==> src/rtl/ex_muldiv_pkg.sv <==
// ex_muldiv_pkg: shared widths, RV32M opcode constants, FSM state type and
// operand classification helpers for the iterative multiply/divide unit.
package ex_muldiv_pkg;

    localparam int unsigned DATA_W     = 32;
    localparam int unsigned REG_ADDR_W = 5;
    localparam int unsigned ALU_CTRL_W = 5;
    localparam int unsigned MD_ITERS   = 32;

    localparam logic [ALU_CTRL_W-1:0] ALU_MUL    = 5'h18;
    localparam logic [ALU_CTRL_W-1:0] ALU_MULH   = 5'h19;
    localparam logic [ALU_CTRL_W-1:0] ALU_MULHSU = 5'h1A;
    localparam logic [ALU_CTRL_W-1:0] ALU_MULHU  = 5'h1B;
    localparam logic [ALU_CTRL_W-1:0] ALU_DIV    = 5'h1C;
    localparam logic [ALU_CTRL_W-1:0] ALU_DIVU   = 5'h1D;
    localparam logic [ALU_CTRL_W-1:0] ALU_REM    = 5'h1E;
    localparam logic [ALU_CTRL_W-1:0] ALU_REMU   = 5'h1F;

    typedef enum logic [1:0] {
        IDLE = 2'd0,
        CALC = 2'd1,
        DONE = 2'd2
    } md_state_e;

    function automatic logic md_is_div(input logic [ALU_CTRL_W-1:0] op);
        return (op == ALU_DIV) || (op == ALU_DIVU) || (op == ALU_REM) || (op == ALU_REMU);
    endfunction

    function automatic logic md_is_rem(input logic [ALU_CTRL_W-1:0] op);
        return (op == ALU_REM) || (op == ALU_REMU);
    endfunction

    // Divides whose result is fixed by the ISA rather than by iteration:
    // divide by zero, and the signed most-negative / -1 overflow.
    function automatic logic md_special(input logic [ALU_CTRL_W-1:0] op,
                                        input logic [DATA_W-1:0]     a,
                                        input logic [DATA_W-1:0]     b);
        logic signed_div;
        signed_div = (op == ALU_DIV) || (op == ALU_REM);
        return md_is_div(op) &&
               ((b == '0) || (signed_div && (a == 32'h8000_0000) && (b == '1)));
    endfunction

endpackage

==> src/rtl/ex_muldiv_if.sv <==
// ex_muldiv_if: execute-stage bundle between the pipeline and ex_muldiv.
//   master: pipeline side (drives start/op/operands/tag/flush, sees busy/result)
//   slave : multiply/divide unit
interface ex_muldiv_if;
    import ex_muldiv_pkg::*;

    logic                  start;
    logic [ALU_CTRL_W-1:0] op;
    logic [DATA_W-1:0]     dataAlu1;
    logic [DATA_W-1:0]     dataAlu2;
    logic [REG_ADDR_W-1:0] writeBackAddrIn;
    logic                  writeEnableIn;
    logic                  flush;
    logic                  busy;
    logic                  resultValid;
    logic [DATA_W-1:0]     result;
    logic [REG_ADDR_W-1:0] writeBackAddrOut;
    logic                  writeEnableOut;

    modport master (
        output start, op, dataAlu1, dataAlu2, writeBackAddrIn, writeEnableIn, flush,
        input  busy, resultValid, result, writeBackAddrOut, writeEnableOut
    );

    modport slave (
        input  start, op, dataAlu1, dataAlu2, writeBackAddrIn, writeEnableIn, flush,
        output busy, resultValid, result, writeBackAddrOut, writeEnableOut
    );

endinterface

==> src/rtl/ex_muldiv_md_signfix.sv <==
// md_signfix: combinational operand magnitude extraction and final result
// selection (sign fix-up, high/low product word, divide special cases).
//   op            latched opcode
//   rs1, rs2      latched raw operands
//   prod_mag      unsigned 64-b product of the magnitudes
//   quo_mag/rem_mag unsigned quotient/remainder of the magnitudes
//   rs1_mag/rs2_mag operand magnitudes fed to the iteration datapath
//   result        architectural result word
module md_signfix
    import ex_muldiv_pkg::*;
(
    input  logic [ALU_CTRL_W-1:0] op,
    input  logic [DATA_W-1:0]     rs1,
    input  logic [DATA_W-1:0]     rs2,
    input  logic [2*DATA_W-1:0]   prod_mag,
    input  logic [DATA_W-1:0]     quo_mag,
    input  logic [DATA_W-1:0]     rem_mag,
    output logic [DATA_W-1:0]     rs1_mag,
    output logic [DATA_W-1:0]     rs2_mag,
    output logic [DATA_W-1:0]     result
);

    logic                rs1_signed;
    logic                rs2_signed;
    logic                rs1_neg;
    logic                rs2_neg;
    logic                neg_res;
    logic [2*DATA_W-1:0] prod;
    logic [DATA_W-1:0]   quo;
    logic [DATA_W-1:0]   rem;

    always_comb begin
        rs1_signed = (op == ALU_MULH) || (op == ALU_MULHSU) || (op == ALU_DIV) || (op == ALU_REM);
        rs2_signed = (op == ALU_MULH) || (op == ALU_DIV) || (op == ALU_REM);
        rs1_neg    = rs1_signed & rs1[DATA_W-1];
        rs2_neg    = rs2_signed & rs2[DATA_W-1];
        rs1_mag    = rs1_neg ? (32'd0 - rs1) : rs1;
        rs2_mag    = rs2_neg ? (32'd0 - rs2) : rs2;
        neg_res    = rs1_neg ^ rs2_neg;

        prod = neg_res ? (64'd0 - prod_mag) : prod_mag;
        quo  = neg_res ? (32'd0 - quo_mag)  : quo_mag;
        rem  = rs1_neg ? (32'd0 - rem_mag)  : rem_mag;

        result = '0;
        case (op)
            ALU_MUL:                           result = prod[DATA_W-1:0];
            ALU_MULH, ALU_MULHSU, ALU_MULHU:   result = prod[2*DATA_W-1:DATA_W];
            ALU_DIV, ALU_DIVU:                 result = quo;
            ALU_REM, ALU_REMU:                 result = rem;
            default:                           result = '0;
        endcase

        // Overrides also cover the early-out path, where the iteration
        // registers still hold their cleared start values.
        if (md_special(op, rs1, rs2)) begin
            if (rs2 == '0)
                result = md_is_rem(op) ? rs1 : '1;
            else
                result = md_is_rem(op) ? '0 : 32'h8000_0000;
        end
    end

endmodule

==> src/rtl/ex_muldiv.sv <==
// ex_muldiv: iterative RV32M multiply/divide unit (execute stage).
// Shift-add multiply and restoring divide, one bit per cycle, 32 iterations;
// result and write-back tag are presented for one cycle in DONE.
//   clk, rst_n  clock, asynchronous active-low reset
//   bus         ex_muldiv_if.slave (start/op/operands/tag/flush in;
//               busy/resultValid/result/writeBackAddrOut/writeEnableOut out)
// Optional: EX_MULDIV_EARLY_OUT_EN sends divide-by-zero and signed-overflow
// divides straight from IDLE to DONE.
module ex_muldiv
    import ex_muldiv_pkg::*;
(
    input  logic           clk,
    input  logic           rst_n,
    ex_muldiv_if.slave     bus
);

    md_state_e             state_q, state_d;
    logic [4:0]            count_q;
    logic [ALU_CTRL_W-1:0] op_q;
    logic [DATA_W-1:0]     rs1_q, rs2_q;
    logic [DATA_W-1:0]     rs1_mag, rs2_mag;
    logic [2*DATA_W-1:0]   prod_q;
    logic [DATA_W-1:0]     quo_q, rem_q;
    logic [DATA_W-1:0]     result_q, fixed;
    logic [REG_ADDR_W-1:0] wb_addr_q;
    logic                  wb_en_q;
    logic                  accept, early, last_iter;
    logic                  busy, res_valid;
    logic [DATA_W:0]       mul_sum;
    logic [DATA_W:0]       div_shift;
    logic                  div_ge;

`ifdef EX_MULDIV_EARLY_OUT_EN
    assign early = md_special(bus.op, bus.dataAlu1, bus.dataAlu2);
`else
    assign early = 1'b0;
`endif

    assign accept    = (state_q == IDLE) && bus.start && !bus.flush;
    assign last_iter = (count_q == 5'(MD_ITERS - 1));

    md_signfix u_signfix (
        .op       (op_q),
        .rs1      (rs1_q),
        .rs2      (rs2_q),
        .prod_mag (prod_q),
        .quo_mag  (quo_q),
        .rem_mag  (rem_q),
        .rs1_mag  (rs1_mag),
        .rs2_mag  (rs2_mag),
        .result   (fixed)
    );

    always_ff @(posedge clk or negedge rst_n) begin
        if (!rst_n) state_q <= IDLE;
        else        state_q <= state_d;
    end

    always_comb begin
        state_d   = state_q;
        busy      = (state_q != IDLE);
        res_valid = (state_q == DONE) && !bus.flush;
        if (bus.flush) begin
            state_d = IDLE;
        end else begin
            case (state_q)
                IDLE:    if (bus.start) state_d = early ? DONE : CALC;
                CALC:    if (last_iter) state_d = DONE;
                DONE:    state_d = IDLE;
                default: state_d = IDLE;
            endcase
        end
    end

    // Multiply: add into the upper half, then shift {carry, hi, lo} right so
    // the low product bits fall into the lower half as the multiplier is consumed.
    assign mul_sum   = {1'b0, prod_q[2*DATA_W-1:DATA_W]} +
                       (rs2_mag[count_q] ? {1'b0, rs1_mag} : '0);
    // Divide: 33-b partial remainder, dividend bits taken MSB first.
    assign div_shift = {rem_q, rs1_mag[5'd31 - count_q]};
    assign div_ge    = (div_shift >= {1'b0, rs2_mag});

    always_ff @(posedge clk or negedge rst_n) begin
        if (!rst_n) begin
            count_q   <= '0;
            op_q      <= '0;
            rs1_q     <= '0;
            rs2_q     <= '0;
            prod_q    <= '0;
            quo_q     <= '0;
            rem_q     <= '0;
            result_q  <= '0;
            wb_addr_q <= '0;
            wb_en_q   <= 1'b0;
        end else begin
            if (accept) begin
                op_q      <= bus.op;
                rs1_q     <= bus.dataAlu1;
                rs2_q     <= bus.dataAlu2;
                wb_addr_q <= bus.writeBackAddrIn;
                wb_en_q   <= bus.writeEnableIn;
                count_q   <= '0;
                prod_q    <= '0;
                quo_q     <= '0;
                rem_q     <= '0;
            end else if (state_q == CALC) begin
                count_q <= count_q + 5'd1;
                prod_q  <= {mul_sum, prod_q[DATA_W-1:1]};
                if (div_ge) begin
                    rem_q <= div_shift[DATA_W-1:0] - rs2_mag;
                    quo_q <= {quo_q[DATA_W-2:0], 1'b1};
                end else begin
                    rem_q <= div_shift[DATA_W-1:0];
                    quo_q <= {quo_q[DATA_W-2:0], 1'b0};
                end
            end
            if (res_valid)
                result_q <= fixed;
        end
    end

    assign bus.busy             = busy;
    assign bus.resultValid      = res_valid;
    assign bus.result           = (state_q == DONE) ? fixed : result_q;
    assign bus.writeBackAddrOut = wb_addr_q;
    assign bus.writeEnableOut   = wb_en_q & res_valid;

endmodule
==> src/flat_wrapper.sv <==
// flat-port wrapper written by rule: the top's interface ports become plain ports
module ex_muldiv_flat import ex_muldiv_pkg::*;
  (clk, rst_n, bus_start, bus_op, bus_dataAlu1, bus_dataAlu2, bus_writeBackAddrIn, bus_writeEnableIn, bus_flush, bus_busy, bus_resultValid, bus_result, bus_writeBackAddrOut, bus_writeEnableOut);
  ex_muldiv_if bus_i ();
  input  logic clk;
  input  logic rst_n;
  input wire logic [$bits(bus_i.start)-1:0] bus_start;
  input wire logic [$bits(bus_i.op)-1:0] bus_op;
  input wire logic [$bits(bus_i.dataAlu1)-1:0] bus_dataAlu1;
  input wire logic [$bits(bus_i.dataAlu2)-1:0] bus_dataAlu2;
  input wire logic [$bits(bus_i.writeBackAddrIn)-1:0] bus_writeBackAddrIn;
  input wire logic [$bits(bus_i.writeEnableIn)-1:0] bus_writeEnableIn;
  input wire logic [$bits(bus_i.flush)-1:0] bus_flush;
  output wire logic [$bits(bus_i.busy)-1:0] bus_busy;
  output wire logic [$bits(bus_i.resultValid)-1:0] bus_resultValid;
  output wire logic [$bits(bus_i.result)-1:0] bus_result;
  output wire logic [$bits(bus_i.writeBackAddrOut)-1:0] bus_writeBackAddrOut;
  output wire logic [$bits(bus_i.writeEnableOut)-1:0] bus_writeEnableOut;
  assign bus_i.start = bus_start;
  assign bus_i.op = bus_op;
  assign bus_i.dataAlu1 = bus_dataAlu1;
  assign bus_i.dataAlu2 = bus_dataAlu2;
  assign bus_i.writeBackAddrIn = bus_writeBackAddrIn;
  assign bus_i.writeEnableIn = bus_writeEnableIn;
  assign bus_i.flush = bus_flush;
  assign bus_busy = bus_i.busy;
  assign bus_resultValid = bus_i.resultValid;
  assign bus_result = bus_i.result;
  assign bus_writeBackAddrOut = bus_i.writeBackAddrOut;
  assign bus_writeEnableOut = bus_i.writeEnableOut;
  ex_muldiv u_core (.clk(clk), .rst_n(rst_n), .bus(bus_i));
endmodule
==> config.mk <==
export PLATFORM = sky130hd
export DESIGN_NAME = ex_muldiv_flat
export DESIGN_NICKNAME = d
export VERILOG_FILES = /design/src/rtl/ex_muldiv_pkg.sv /design/src/rtl/ex_muldiv_if.sv /design/src/rtl/ex_muldiv_md_signfix.sv /design/src/rtl/ex_muldiv.sv /design/src/flat_wrapper.sv
export SDC_FILE = /design/constraint.sdc
export NUM_CORES = 1
export LEC_CHECK = 0
export CAP_MARGIN = 25
export CORE_MARGIN = 2
export CORE_UTILIZATION = 30
export CTS_BUF_LIST = sky130_fd_sc_hd__clkbuf_16
export CTS_CLUSTER_DIAMETER = 40
export DETAILED_ROUTE_END_ITERATION = 7
export GPL_ROUTABILITY_DRIVEN = 0
export GPL_TIMING_DRIVEN = 0
export PLACE_DENSITY = 0.54
export SLEW_MARGIN = 10
export SYNTH_ARGS = -nofsm -noshare
export SYNTH_HDL_FRONTEND = slang
export SYNTH_SLANG_ARGS = --single-unit
==> constraint.sdc <==
create_clock -name clk -period 6.5 [get_ports clk]
set_input_delay 0.975 -clock clk [delete_from_list [all_inputs] [get_ports clk]]
set_output_delay 0.975 -clock clk [all_outputs]
set_load 0.01 [all_outputs]
==> flow_summary.json, run 1 <==
{
  "coreArea_sq_mm": 0.06308,
  "drc": 0,
  "die_h_um": 256.5,
  "place_inst": 3456,
  "routedWlPerCell_um": 22.80,
  "die_area_sq_mm": 0.06581,
  "mostFrequentLayoutCell": "nand2_1",
  "num_vias": 20610,
  "stdcell_count": 3538,
  "min_period_over_period": 0.9846,
  "min_period_ns": 6.400,
  "r2r_cells": 23,
  "min_path_type": "primary input to async pin",
  "cts_made_buffers": 46,
  "setup_viol": 0,
  "async_flop_share": 1.000,
  "grt_start_max_net_pins": 107,
  "cp-endpoint": "bus_result[15]",
  "clk_latency_ns": 0.59,
  "yosysWarnings": 0,
  "htree_num_levels": 2,
  "ctsLongestPathBuffers": 3,
  "root_buffer": "clkbuf_16",
  "start_util": 0.3033,
  "end_kind": "output pin",
  "setup_tns_ns": 0,
  "mostFrequentLayoutCells": "440 x nand2_1, 258 x o21ai_0, 241 x dfrtp_1",
  "nFillCells": 6633,
  "syn-num-nets": 2642,
  "drt-pass1-iter-count": 6,
  "finClkSkew_ns": 0.01672,
  "ys.flop_type": "dfrtp_1",
  "antenna_found_initial": 2,
  "finalHoldViolCount": 0,
  "r2r_end": "u_core.prod_q[61]",
  "worstSetupPathType": "register to output pin",
  "rrSetupSlack_ns": 0.17,
  "wl_mm": 80.68,
  "slew_viol_final": 0,
  "critPathMaxFanout": 10,
  "grt_pass1_vias": 19350,
  "cp-startpoint": "u_core.op_q[2]",
  "synth_edf_count": 0,
  "netlist_area_sq_mm": 0.01913,
  "design_area_sq_mm": 0.02312,
  "regToRegStartpoint": "u_core.rs2_q[13]",
  "num_antenna_cells": 0,
  "maxCapViolations": 0,
  "power_mw": 9.551,
  "overflow": 0,
  "syn_area_per_cell_sq_um": 7.689,
  "max_freq_mhz": 156.3,
  "cts_tree": "yes",
  "nets": 2816,
  "place_hpwl_mm": 63.16,
  "area_growth_pct": 20.86,
  "syn_inst": 2488,
  "synth.distinct_cells": 87,
  "ctsHoldBuffers": 0,
  "vias_per_cell": 5.825,
  "ant_nets": 0,
  "status": "finished, final reports clean",
  "ys_seq_area_frac": 0.3165,
  "final_layout_size_suffix_gt1_frac": 0.05944,
  "grt_pass1_wl_mm": 121.6,
  "power.density_mw_per_mm2": 413.1,
  "chipWidth_um": 256.5,
  "leakage_nw": 9.445,
  "worstPathRequired_ns": 5.52,
  "crit_arrival_ns": 5.42,
  "dpl_cell_area_sq_mm": 0.02146,
  "ios": 119,
  "clk_transition_reported_paths_ns": 0.05,
  "worstSetupStartpointType": "register",
  "clock-sinks": 242,
  "vdd_drop_max_uv": 194.0,
  "drt_iter0_markers": 2445,
  "track_usage": 0.2384,
  "ys_seq_elements": 242,
  "tightest_slew_ns": 0.9557,
  "portBuffers": 117,
  "max-slew-margin-rel": 0.3628,
  "num_rows": 92
}
[layer usage]
metal  GRT usage  vias to the layer above  part of all wire
met5           0                        -           0.00029
met1      0.3279                    10000              0.43
met2      0.3582                     1083              0.43
met4     0.09092                        4             0.041
met3     0.05971                      198              0.10
li1            -                     9319                 -
[synth_stat cells (50+ instances only)]
cell	instances	area (sq um)
nand2_1	441	1655
o21ai_0	258	1291
dfrtp_1	242	6056
a21oi_1	212	1061
nor2_1	157	589.3
clkbuf_1	139	521.8
xnor2_1	120	1051
xor2_1	85	744.5
ha_1	73	913.4
inv_1	71	266.5
nand3_1	59	295.3
o31ai_1	50	375.4
[critical path, stage by stage, from the launching register on]
cell,delay [ns]
dfrtp_1,0.57
or3b_1,0.61
a21o_1,0.36
mux2i_4,0.44
clkbuf_1,0.53
o31ai_1,0.19
xnor2_1,0.24
a22oi_1,0.30
o21ai_0,0.30
a211oi_1,0.63
o21ai_0,0.14
clkdlybuf4s50_1,0.50
[logic make-up (layout without fill, tap and decap cells)]
logic type	count (synthesis)	after routing	share of synthesized area
AND/OR/NAND/NOR	904	904	0.2158
AO/OA/AOI/OAI	786	786	0.2519
flip-flops	242	242	0.3165
buffers and inverters	237	441	0.04872
XOR/XNOR	206	206	0.09470
adder cells (fa/ha/maj)	75	75	0.04984
multiplexers	38	38	0.02256
[how the worst min path moves through the flow]
stage | to | cells past startpoint
final | u_core.bus.writeBackAddrOut[2] | 1
after detailed placement | u_core.bus.writeBackAddrOut[1] | 2
after CTS | u_core.rs1_q[23] | 1
after floorplan | u_core.wb_en_q | 2
after global placement | u_core.bus.writeBackAddrOut[2] | 2
after global routing | u_core.bus.writeBackAddrOut[2] | 1
[what timing repair did]
action | 4_1_cts | 5_1_grt
buffers inserted | 0 | 3
resized for setup | 8 | 20
gates cloned | 0 | 0
pin swaps | 0 | 2
setup endpoints to repair | 55 | 68
[metrics by stage]
step,setup WS (ns),hold slack (ns),util
2_1_floorplan,1.204,0.4374,-
3_3_place_gp,-6.292,0.4646,0.3386
3_5_place_dp,-0.7108,0.4698,0.3403
4_1_cts,0.02033,0.3838,0.3649
5_1_grt,-0.01909,0.4063,0.3666
6_report,0.1004,0.3463,0.3666
[flip-flops by register name, indices dropped and copies added (netlist names)]
register	count
u_core.count_q	5
u_core.op_q	5
u_core.prod_q	64
u_core.wb_en_q	1
u_core.state_q	2
u_core.bus.writeBackAddrOut	5
u_core.rem_q	32
u_core.result_q	32
u_core.rs1_q	32
u_core.rs2_q	32
u_core.quo_q	32
[power breakdown]
part / switching, mW / leakage (nW) / internal (mW)
logic: 2.95 / 5.59 / 1.79
registers: 0.594 / 3.11 / 1.82
clock network: 0.871 / 0.744 / 1.53
total: 4.41 / 9.45 / 5.14
[final cells by class]
cell class	count	area, sq um	share of cell area
Clock buffer	46	1151	0.04978
Inverter	73	274.0	0.01185
Timing Repair Buffer	128	1308	0.05655
Buffer	162	659.4	0.02852
Tap cell	846	1059	0.04578
Multi-Input combinational cell	2009	12250	0.5299
Clock inverter	32	361.6	0.01564
Sequential cell	242	6057	0.2620
No activity file was read; power rests on OpenSTA's default activity.
==> inputs of run 2 (changes only) <==
--- a/config.mk
+++ b/config.mk
@@ -6,6 +6,7 @@
 export NUM_CORES = 1
 export LEC_CHECK = 0
 export CAP_MARGIN = 25
+export CORE_ASPECT_RATIO = 0.75
 export CORE_MARGIN = 2
 export CORE_UTILIZATION = 30
 export CTS_BUF_LIST = sky130_fd_sc_hd__clkbuf_16
==> run 2 against run 1 <==
Compared with the run above: sequential share of layout area rose by 0.096 points; sequential power is 2% higher; critical endpoint is now bus_result[2]; non-clock buffer count up 4; clock-buffer cell count is 7 lower; sequential cell count stayed put; critical path depth rose by 1; die area about the same; cell area shrank 0.38%; first-iteration DRC count is 12% higher; global-route usage is 0.26 points higher; worst hold slack worse by 0.014 ns.
==> flow_summary.json, run 2 (synthesis results as in run 1) <==
{
  "status": "finished, final reports clean",
  "antenna_found_initial": 0,
  "mostFrequentLayoutCells": "440 x nand2_1, 258 x o21ai_0, 242 x dfrtp_1",
  "wl_mm": 80.91,
  "htree_num_levels": 2,
  "leakage_nw": 9.410,
  "track_usage": 0.2410,
  "grt_start_max_net_pins": 97,
  "crit_arrival_ns": 5.38,
  "finClkSkew_ns": 0.02394,
  "worstSetupStartpointType": "register",
  "die_h_um": 222.7,
  "power_mw": 9.441,
  "ctsHoldBuffers": 0,
  "worstSetupPathType": "register to output pin",
  "tightest_slew_ns": 0.9696,
  "multi_input_area_sq_mm": 0.01228,
  "nets": 2813,
  "min_path_type": "primary input to async pin",
  "setup_tns_ns": 0,
  "start_util": 0.3019,
  "place_inst": 3474,
  "ant_nets": 0,
  "grt_pass1_wl_mm": 120.8,
  "r2r_end": "u_core.prod_q[45]",
  "vias_per_cell": 5.785,
  "nFillCells": 6597,
  "drc": 0,
  "overflow": 0,
  "ios": 119,
  "coreArea_sq_mm": 0.06336,
  "dp_slack_ns": -0.4731,
  "routedWlPerCell_um": 22.78,
  "final_layout_size_suffix_gt1_frac": 0.05950,
  "critPathMaxFanout": 10,
  "root_buffer": "clkbuf_16",
  "clk_transition_reported_paths_ns": 0.06,
  "cts_made_buffers": 39,
  "dpl_cell_area_sq_mm": 0.02149,
  "grt_pass1_vias": 19140,
  "place_hpwl_mm": 63.87,
  "stdcell_count": 3551,
  "cp-startpoint": "u_core.op_q[2]",
  "fin_ws_ns": 0.1436,
  "die_area_sq_mm": 0.06583,
  "min_period_over_period": 0.9779,
  "ctsLongestPathBuffers": 3,
  "clk_latency_ns": 0.58,
  "regMostFlops": "u_core.prod_q",
  "largest_reg_flops": 64,
  "worstPathRequired_ns": 5.52,
  "seq_area_sq_mm": 0.006056,
  "min_period_ns": 6.356,
  "r2r_cells": 24,
  "area_growth_pct": 20.40,
  "max_freq_mhz": 157.3,
  "portBuffers": 117,
  "design_area_sq_mm": 0.02303,
  "num_rows": 80,
  "drt_iter0_markers": 2736,
  "rrSetupSlack_ns": 0.26,
  "num_vias": 20540,
  "end_kind": "output pin",
  "chipWidth_um": 295.6,
  "vdd_drop_max_uv": 172.9,
  "drt-pass1-iter-count": 7,
  "max-slew-margin-rel": 0.3476,
  "setup_viol": 0,
  "clock-sinks": 242,
  "maxCapViolations": 0,
  "slew_viol_final": 0,
  "mostFrequentLayoutCell": "nand2_1",
  "regToRegStartpoint": "u_core.rs2_q[13]",
  "rsz0062_at_grt": "no",
  "finalHoldViolCount": 0,
  "cts_tree": "yes",
  "power.density_mw_per_mm2": 409.9
}
run 2: worst max-delay path by stage:
stage                             end  slack, ns  depth (start not counted)
floorplan           u_core.prod_q[61]       1.20                         23
detailed placement   u_core.rem_q[12]      -0.47                         22
CTS                 u_core.prod_q[61]      0.002                         24
finish                  bus_result[2]       0.14                         12
global route        u_core.prod_q[45]      0.004                         24
global placement     u_core.rs1_q[15]      -6.31                          1
run 2: what timing repair did:
action	4_1_cts	5_1_grt
endpoints found under the setup margin	46	72
pin swaps	0	2
resized for setup	5	28
buffers inserted	0	6
run 2: cell type report:
cell class              instances  share of cell area
clock buffers                  39             0.04237
diodes                          1           0.0001086
plain buffers                 163             0.02890
well taps                     861             0.04677
clock inverters                32             0.01684
repair buffers                131             0.05720
flip-flops and latches        242              0.2629
inverters                      73             0.01190
multi-input cells            2009              0.5330
run 2: stage by stage:
step / hold slack (ns) / utilization
2_1_floorplan: 0.4374 / -
4_1_cts: 0.3523 / 0.3611
3_5_place_dp: 0.4612 / 0.3391
5_1_grt: 0.3765 / 0.3635
6_report: 0.3325 / 0.3635
3_3_place_gp: 0.4532 / 0.3374
run 2: critical path: stages, from the launching register on:
cell and delay [ns]:
dfrtp_1 0.36, clkbuf_1 0.27, or3b_4 0.53, a21o_1 0.26, mux2_2 0.42, clkbuf_1 0.63, clkbuf_2 0.43, o21bai_1 0.11
a222oi_1 0.56, o21ai_0 0.23, a21oi_1 0.31, o21ai_0 0.15, clkdlybuf4s50_1 0.51
run 2: routing by layer:
metal / share of wire / up-vias / GRT usage
met5: 0 / - / 0
met3: 0.12 / 184 / 0.07312
met1: 0.46 / 9890 / 0.3612
met4: 0.033 / 0 / 0.07336
li1: - / 9315 / -
met2: 0.39 / 1153 / 0.3245
run 2: where the power goes:
group	internal, mW	switching, mW	total [mW]
combinational	1.79	2.95	4.74
clock	1.36	0.870	2.24
sequential	1.82	0.648	2.47
